===== src/rtl/opb_master_single.sv =====
// Single-beat OPB master: turns one valid/ready command into a single OPB read or write
// and returns a one-cycle response strobe carrying read data and a completion code.
module opb_master_single #(
  parameter int    C_OPB_AWIDTH     = 32,
  parameter int    C_OPB_DWIDTH     = 32,
  parameter int    C_TIMEOUT_CYCLES = 16,
  parameter int    C_MAX_RETRY      = 4,
  parameter string C_FAMILY         = "virtex6"
) (
  input  logic                          OPB_Clk,
  input  logic                          OPB_Rst,
  input  logic                          cmd_valid,
  output logic                          cmd_ready,
  input  logic                          cmd_rnw,
  input  logic [C_OPB_AWIDTH-1:0]       cmd_addr,
  input  logic [C_OPB_DWIDTH-1:0]       cmd_data,
  input  logic [C_OPB_DWIDTH/8-1:0]     cmd_be,
  output logic                          rsp_valid,
  output logic [C_OPB_DWIDTH-1:0]       rsp_data,
  output logic [1:0]                    rsp_status,
  output logic                          M_request,
  output logic                          M_select,
  output logic                          M_RNW,
  output logic [0:C_OPB_AWIDTH-1]       M_ABus,
  output logic [0:C_OPB_DWIDTH/8-1]     M_BE,
  output logic [0:C_OPB_DWIDTH-1]       M_DBus,
  output logic                          M_seqAddr,
  output logic                          M_busLock,
  input  logic                          OPB_MGrant,
  input  logic                          OPB_xferAck,
  input  logic                          OPB_errAck,
  input  logic                          OPB_retry,
  input  logic                          OPB_timeout,
  input  logic [0:C_OPB_DWIDTH-1]       OPB_DBus
);
  localparam int BEW = C_OPB_DWIDTH / 8;
  localparam logic [7:0] TMO_LAST  = 8'(C_TIMEOUT_CYCLES - 1);
  localparam logic [3:0] RETRY_MAX = 4'(C_MAX_RETRY);

  localparam logic [1:0] ST_OK    = 2'b00;
  localparam logic [1:0] ST_ERR   = 2'b01;
  localparam logic [1:0] ST_TMO   = 2'b10;
  localparam logic [1:0] ST_RETRY = 2'b11;

  typedef enum logic [1:0] {S_IDLE, S_REQ, S_XFER, S_RESP} state_t;

  state_t                    state_q, state_d;
  logic                      rnw_q, rnw_d;
  logic [C_OPB_AWIDTH-1:0]   addr_q, addr_d;
  logic [C_OPB_DWIDTH-1:0]   data_q, data_d;
  logic [BEW-1:0]            be_q, be_d;
  logic [3:0]                retry_q, retry_d;
  logic [7:0]                tmo_q, tmo_d;
  logic [C_OPB_DWIDTH-1:0]   rsp_data_q, rsp_data_d;
  logic [1:0]                rsp_status_q, rsp_status_d;

  logic                      rdy_q, rdy_d;
  logic                      rvld_q, rvld_d;
  logic                      req_q, req_d;
  logic                      sel_q, sel_d;
  logic                      mrnw_q, mrnw_d;
  logic [C_OPB_AWIDTH-1:0]   abus_q, abus_d;
  logic [BEW-1:0]            mbe_q, mbe_d;
  logic [C_OPB_DWIDTH-1:0]   dbus_q, dbus_d;

  always_comb begin
    state_d      = state_q;
    rnw_d        = rnw_q;
    addr_d       = addr_q;
    data_d       = data_q;
    be_d         = be_q;
    retry_d      = retry_q;
    tmo_d        = tmo_q;
    rsp_data_d   = rsp_data_q;
    rsp_status_d = rsp_status_q;

    case (state_q)
      S_IDLE: begin
        if (cmd_valid && rdy_q) begin
          rnw_d   = cmd_rnw;
          addr_d  = cmd_addr;
          data_d  = cmd_data;
          be_d    = cmd_be;
          retry_d = '0;
          state_d = S_REQ;
        end
      end
      S_REQ: begin
        if (OPB_MGrant) begin
          tmo_d   = '0;
          state_d = S_XFER;
        end
      end
      S_XFER: begin
        tmo_d = tmo_q + 8'd1;
        // Exit priority: errAck, xferAck, retry, then bus/self timeout.
        if (OPB_errAck) begin
          rsp_status_d = ST_ERR;
          rsp_data_d   = '0;
          state_d      = S_RESP;
        end else if (OPB_xferAck) begin
          rsp_status_d = ST_OK;
          rsp_data_d   = rnw_q ? OPB_DBus : '0;
          state_d      = S_RESP;
        end else if (OPB_retry) begin
          if (retry_q < RETRY_MAX) begin
            retry_d = retry_q + 4'd1;
            state_d = S_REQ;
          end else begin
            rsp_status_d = ST_RETRY;
            rsp_data_d   = '0;
            state_d      = S_RESP;
          end
        end else if (OPB_timeout || (tmo_q == TMO_LAST)) begin
          rsp_status_d = ST_TMO;
          rsp_data_d   = '0;
          state_d      = S_RESP;
        end
      end
      S_RESP:  state_d = S_IDLE;
      default: state_d = S_IDLE;
    endcase

    // Bus outputs are registered from the next state so they stay zero outside select.
    rdy_d  = (state_d == S_IDLE);
    rvld_d = (state_d == S_RESP);
    req_d  = (state_d == S_REQ);
    sel_d  = (state_d == S_XFER);
    mrnw_d = sel_d & rnw_q;
    abus_d = sel_d ? addr_q : '0;
    mbe_d  = sel_d ? be_q : '0;
    dbus_d = (sel_d && !rnw_q) ? data_q : '0;
  end

  always_ff @(posedge OPB_Clk) begin
    if (!OPB_Rst) begin
      state_q      <= S_IDLE;
      retry_q      <= '0;
      tmo_q        <= '0;
      rsp_data_q   <= '0;
      rsp_status_q <= '0;
      rdy_q        <= 1'b0;
      rvld_q       <= 1'b0;
      req_q        <= 1'b0;
      sel_q        <= 1'b0;
      mrnw_q       <= 1'b0;
      abus_q       <= '0;
      mbe_q        <= '0;
      dbus_q       <= '0;
    end else begin
      state_q      <= state_d;
      retry_q      <= retry_d;
      tmo_q        <= tmo_d;
      rsp_data_q   <= rsp_data_d;
      rsp_status_q <= rsp_status_d;
      rdy_q        <= rdy_d;
      rvld_q       <= rvld_d;
      req_q        <= req_d;
      sel_q        <= sel_d;
      mrnw_q       <= mrnw_d;
      abus_q       <= abus_d;
      mbe_q        <= mbe_d;
      dbus_q       <= dbus_d;
    end
  end

  // Latched command only matters once a command is accepted, so it needs no reset.
  always_ff @(posedge OPB_Clk) begin
    rnw_q  <= rnw_d;
    addr_q <= addr_d;
    data_q <= data_d;
    be_q   <= be_d;
  end

  // Direct assignment to the ascending-range buses maps user bit i onto bus bit (W-1-i).
  assign cmd_ready  = rdy_q;
  assign rsp_valid  = rvld_q;
  assign rsp_data   = rsp_data_q;
  assign rsp_status = rsp_status_q;
  assign M_request  = req_q;
  assign M_select   = sel_q;
  assign M_RNW      = mrnw_q;
  assign M_ABus     = abus_q;
  assign M_BE       = mbe_q;
  assign M_DBus     = dbus_q;
  assign M_seqAddr  = 1'b0;
  assign M_busLock  = 1'b0;
endmodule


===== config.mk =====
export PLATFORM = sky130hd
export DESIGN_NAME = opb_master_single
export DESIGN_NICKNAME = d
export VERILOG_FILES = /design/src/rtl/opb_master_single.sv
export SDC_FILE = /design/constraint.sdc
export NUM_CORES = 1
export LEC_CHECK = 0
export CORE_MARGIN = 2
export CORE_UTILIZATION = 30
export DETAILED_ROUTE_END_ITERATION = 8
export PLACE_DENSITY = 0.54
export SLEW_MARGIN = 0
export SYNTH_ARGS = -nofsm -noshare
export SYNTH_HDL_FRONTEND = slang
export SYNTH_SLANG_ARGS = --single-unit

===== constraint.sdc =====
create_clock -name OPB_Clk -period 2.7 [get_ports OPB_Clk]
set_input_delay 0.54 -clock OPB_Clk [delete_from_list [all_inputs] [get_ports OPB_Clk]]
set_output_delay 0.54 -clock OPB_Clk [all_outputs]
set_load 0.01 [all_outputs]

# --- Word-level counts from Yosys, hierarchy flattened ---
# Cells that the tools add are included.
word_totals:
  register_bits: 190
  out_inout_bits: 109
  word_cells: 77
op_classes:
  n_lt_le_gt_ge: 1
  bitwise_logic: 1
  eq_ne: 14
  reduce_logical: 15
  mux: 27
  n_addsub: 2
ops:
  columns: ["operator", "n"]
  rows:
  - ["2-to-1 mux 32 bit", 6]
  - ["2-to-1 mux 2 bit", 12]
  - ["2-to-1 mux 4 bit", 5]
  - ["case mux 8 bit (2 select lines)", 1]
  - ["inequality test 2 bit, second input constant", 6]
  - ["adder 8 x 1 -> 8 bit, second input constant", 1]
  - ["== test 2 bit, second input constant", 4]
  - ["== test 8 x 4 -> 1 bit, second input constant", 1]
  - ["2-to-1 mux 8 bit", 1]
  - ["case mux 2 bit (4 select lines)", 1]
  - ["case mux 4 bit (2 select lines)", 1]
  - ["AND reduction 2 bit", 4]
  - ["AND reduction 6 bit", 1]
  - ["adder 4 x 1 -> 4 bit, second input constant", 1]
  - ["== test 2 x 1 -> 1 bit, second input constant", 2]
  - ["zero test 2 bit", 2]
  - ["< comparator 4 x 3 -> 1 bit, second input constant", 1]
  - ["inequality test 4 bit, second input constant", 1]
  - ["nonzero test 2 bit", 2]
  - ["nonzero test 4 bit", 1]
  - ["AND reduction 3 bit", 1]
  - ["logical AND 1 bit", 2]
  - ["bitwise AND 1 bit", 1]
  - ["zero test 1 bit", 1]
  - ["logical OR 1 bit", 1]

# --- Depth between registers and ports, before layout ---
depth:
  word_depth: 10
  mapped_depth: 6
  mapped_depth_nobuf: 5

# --- Least setup slack after synthesis ---
# Ideal clock, no wire load.
synth_timing:
  path_type: "input port to flip-flop"
  start: "in cmd_valid"
  end: "reg addr_q[0], enable pin"
  required_time_ps: 2277
  setup_time_ps: 423
  slack_ps: 262
  arrival_ps: 2015
  path_stages: 2
  path_cell_list: "nand3_1 -> inv_1"
synth_between:
  elab_chain_cells: 2
synth_rtl:
  columns: ["element", "line", "rtl"]
  rows:
  - ["start: declaration", "12", "input logic cmd_valid,"]
  - ["logical AND 1 bit", "79", "if (cmd_valid && rdy_q) begin"]
  - ["AND reduction 2 bit (no source line)", null, null]
  - ["end signal: assignment", "170", "addr_q <= addr_d;"]
  - ["end: declaration", "49", "logic [C_OPB_AWIDTH-1:0] addr_q, addr_d;"]
# Every way passes these cells.
# A chain may end at the register's enable or synchronous reset.

# --- Final worst setup path ---
layout_timing:
  start: "reg state_q[1]"
  end: "reg dbus_q[29] (netlist: M_DBus[2])"
layout_between:
  elab_chain_cells: 8
layout_rtl:
  columns: ["element", "line", "rtl"]
  rows:
  - ["start: declaration", "47", "state_t state_q, state_d;"]
  - ["start signal: assignment", "151", "state_q <= state_d;"]
  - ["2-to-1 mux 2 bit", "114", "end else if (OPB_timeout || (tmo_q == TMO_LAST)) begin"]
  - ["2-to-1 mux 2 bit", "105", "end else if (OPB_retry) begin"]
  - ["2-to-1 mux 2 bit", "101", "end else if (OPB_xferAck) begin"]
  - ["2-to-1 mux 2 bit", "97", "if (OPB_errAck) begin"]
  - ["case mux 2 bit (4 select lines) *", "77", "case (state_q)"]
  - ["== test 2 bit *", "128", "sel_d = (state_d == S_XFER);"]
  - ["logical AND 1 bit *", "132", "dbus_d = (sel_d && !rnw_q) ? data_q : '0;"]
  - ["AND reduction 2 bit (no source line) *", null, null]
  - ["end signal: assignment", "163", "dbus_q <= dbus_d;"]
  - ["end: declaration", "64", "logic [C_OPB_DWIDTH-1:0] dbus_q, dbus_d;"]
# Every way passes the cells marked *; elsewhere a longest branch is shown, timed or not.

==> impl_metrics.env <==
export IMPL_ys_ff_latch=190
export IMPL_drv_slew=0
export IMPL_synth_area_sq_um=6420
export IMPL_seq_area_frac_synth_pct=70.0
export IMPL_setup_ws_ns=0.713
export IMPL_rsz0062_at_grt="false"
export IMPL_drtIter0Drc=139
export IMPL_rr_startpoint="state_q[1]"
export IMPL_routed_wirelength_microns=15000
export IMPL_gr_total_overflow=0
export IMPL_async_flop_share_pct=0
export IMPL_fin_crit_sh_pct=73.6
export IMPL_power_leakage_uw=0.00375
export IMPL_synth_area_leaders="dfxtp_1 38%, edfxtp_1 32%, mux2i_1 5.0%"
export IMPL_routabilityCongestion=0.728
export IMPL_ant_nets=0
export IMPL_peakVddDrop_v=0.000403
export IMPL_grt_pass1_vias=4476
export IMPL_place_hpwl_microns=10500
export IMPL_avgSynthCellArea_sq_um=11.9
export IMPL_cts_sinks=190
export IMPL_die_x_microns=150
export IMPL_tns_ns=0
export IMPL_cts_buffers_inserted=17
export IMPL_wl_met3_microns=1560
export IMPL_drtPass1Iterations=4
export IMPL_pin_count=218
export IMPL_seq_area_sq_um=4490
export IMPL_worst_pin_slew_ns=0.621
export IMPL_r2r_cells=5
export IMPL_r2r_end="M_DBus[2]"
export IMPL_syn2layout_area_growth_pct=48.7
export IMPL_endpoint="M_DBus[2]"
export IMPL_fillers=1896
export IMPL_post_cts_setup_buffers=0
export IMPL_htree_levels=4
export IMPL_status="finished, final reports clean"
export IMPL_synth_edf_count=69
export IMPL_worstPathMaxFanout=32
export IMPL_layout_nets=871
export IMPL_grt_use_total_pct=13.3
export IMPL_hold_viol=0
export IMPL_design_core_area_sq_um=21000
export IMPL_wl_met2_microns=6920
export IMPL_synth_top_area_cell="dfxtp_1"
export IMPL_crit_required_ns=3.04
export IMPL_wl_per_cell_microns=14.3
export IMPL_cts_buffer_depth=2
export IMPL_slew_headroom_pct=58.5
export IMPL_grt_pass1_wl_microns=22900
export IMPL_worstPathArrival_ns=2.32
export IMPL_synth_cells=539
export IMPL_wl_met1_microns=6330
export IMPL_r2r_slack_ns=0.71
export IMPL_yosys_warnings=0
export IMPL_antenna_found_initial=0
export IMPL_drc=0
export IMPL_num_rows=53
export IMPL_clk_latency_ns=0.43
export IMPL_diodes=0
export IMPL_place_ws_ns=0.331
export IMPL_multi_input_area_sq_um=1520
export IMPL_crit_path_end_kind="flip-flop"
export IMPL_crit_path_start_kind="flip-flop"
export IMPL_top_layer="met4"
export IMPL_drive_gt1_share_pct=8.54
export IMPL_setup_viol=0
export IMPL_start_util_pct=30.6
export IMPL_fmax_mhz=503
export IMPL_vias=4431
export IMPL_die_h_microns=150
export IMPL_synth_flop_cell="dfxtp_1"
export IMPL_power_density_nw_per_um2=647
export IMPL_synth_top_area_share_pct=37.7
export IMPL_cts_resized=0
export IMPL_ctsHoldBuffers=0
export IMPL_grt_max_degree=70
export IMPL_hold_class="reg2reg"
export IMPL_dieArea_sq_um=22600
export IMPL_clock_tree_root_cell="clkbuf_16"
export IMPL_worstSetupPathType="reg2reg"
export IMPL_maxCapViolCount=0
export IMPL_portBuffers=215
export IMPL_finClkSkew_ns=0.00972
export IMPL_cts_tree="done"
export IMPL_period_minus_slack_ns=1.99
export IMPL_crit_path_start="state_q[1]"
export IMPL_clk_pin_slew_ns=0.07
export IMPL_via_per_inst=4.23
export IMPL_synth_cell_type_count=45
per-layer routing:
metal	vias up	GRT usage (%)
li1	2216	-
met1	2047	15.4
met2	156	21.5
met3	12	6.67
met4	0	4.43
met5	-	0
how the worst min path moves through the flow:
stage                             from      endpoint  depth (start not counted)
after floorplan             retry_q[2]    retry_q[2]                          2
after global placement     rsp_data[4]   rsp_data[4]                          2
after detailed placement  rsp_data[12]  rsp_data[12]                          2
after CTS                 rsp_data[12]  rsp_data[12]                          2
after global routing      rsp_data[17]  rsp_data[17]                          2
final                     rsp_data[29]  rsp_data[29]                          2
worst max-delay path: stages (launching register included):
cell and delay, ns:
dfxtp_1 0.44, nand2b_1 0.36, a21oi_2 0.49, o221ai_4 0.17
buf_12 0.20, nor3_1 0.22
power by group:
part / leakage (uW) / switching, uW / internal (uW) / total, uW
Combinational: 0.00184 / 251 / 273 / 525
Clock: 0.000293 / 1140 / 1410 / 2550
Sequential: 0.00161 / 30.6 / 3080 / 3110
per-stage QoR:
step / area (sq um) / util, % / hold slack, ns / instances / total power [uW]
final: 9550 / 45.4 / 0.462 / 1048 / 6180
after detailed placement: 8950 / 42.6 / 0.454 / 1016 / 3710
after global routing: 9550 / 45.4 / 0.482 / 1048 / 6450
after floorplan: 6430 / - / 0.437 / 540 / 3400
after CTS: 9550 / 45.4 / 0.465 / 1048 / 6280
after global placement: 8950 / 42.6 / 0.444 / 1016 / 3700
final cells by class:
cell class	instances	area share [%]
clock buffers	19	4.53
clock inverters	13	1.81
inverters	73	2.87
multi-input cells	249	15.9
flip-flops and latches	190	47.0
well taps	275	3.60
repair buffers	229	24.3
kinds of logic after synthesis:
kind of cell	Yosys count	share of synthesized area, %
AOI/OAI and AO/OA	26	2.90
muxes	33	5.16
adders and majority gates	2	0.389
other	1	0.0584
buffers and inverters	101	6.93
xor gates and xnor gates	1	0.136
DFF	190	70.0
and+or+nand+nor	185	14.5
flip-flops by register name, summed over array words and instances, names as in the netlist, 2 cells and up:
signal      flops
be_q            4
retry_q         4
state_q         2
rsp_data       32
data_q         32
addr_q         32
M_ABus         32
tmo_q           8
rsp_status      2
M_BE            4
M_DBus         32
synth_stat cells, types with 2 or more instances:
cell      number
nor2b_1        2
mux2i_1       32
buf_4          3
buf_6          5
and3_1         3
nand2_1       73
nand2b_1       2
nand3_1        4
or3_1          2
dfxtp_1      121
edfxtp_1      69
clkbuf_1      14
nor3_2        10
and2_1         2
a21oi_1       11
nor4_2         2
nand3b_1       4
buf_2          5
nor3_1        61
o21ai_0        4
ha_1           2
o21ai_2        2
nor2_1        13
inv_1         72
cell usage in the layout (no fill, tap or decap), types with 2 or more instances in the layout:
cell type          n
dfxtp_1          121
o21ai_0            4
nand3b_1           4
inv_6              2
ha_1               2
a21oi_1           11
inv_1             71
clkinv_4           3
inv_8              4
or3_1              2
and3_1             3
nor2b_1            2
nand2b_1           2
nor2_1            13
nor3_2            10
nor3_1            61
mux2i_1           32
nand2_1           73
edfxtp_1          69
clkdlybuf4s50_1  215
and2_1             2
buf_12             5
clkbuf_16         17
conb_1             2
buf_4              9
nand3_1            4
bufinv_16          2
clkbuf_1           2
o21ai_4            2
Power figures use the tool's default switching activity.
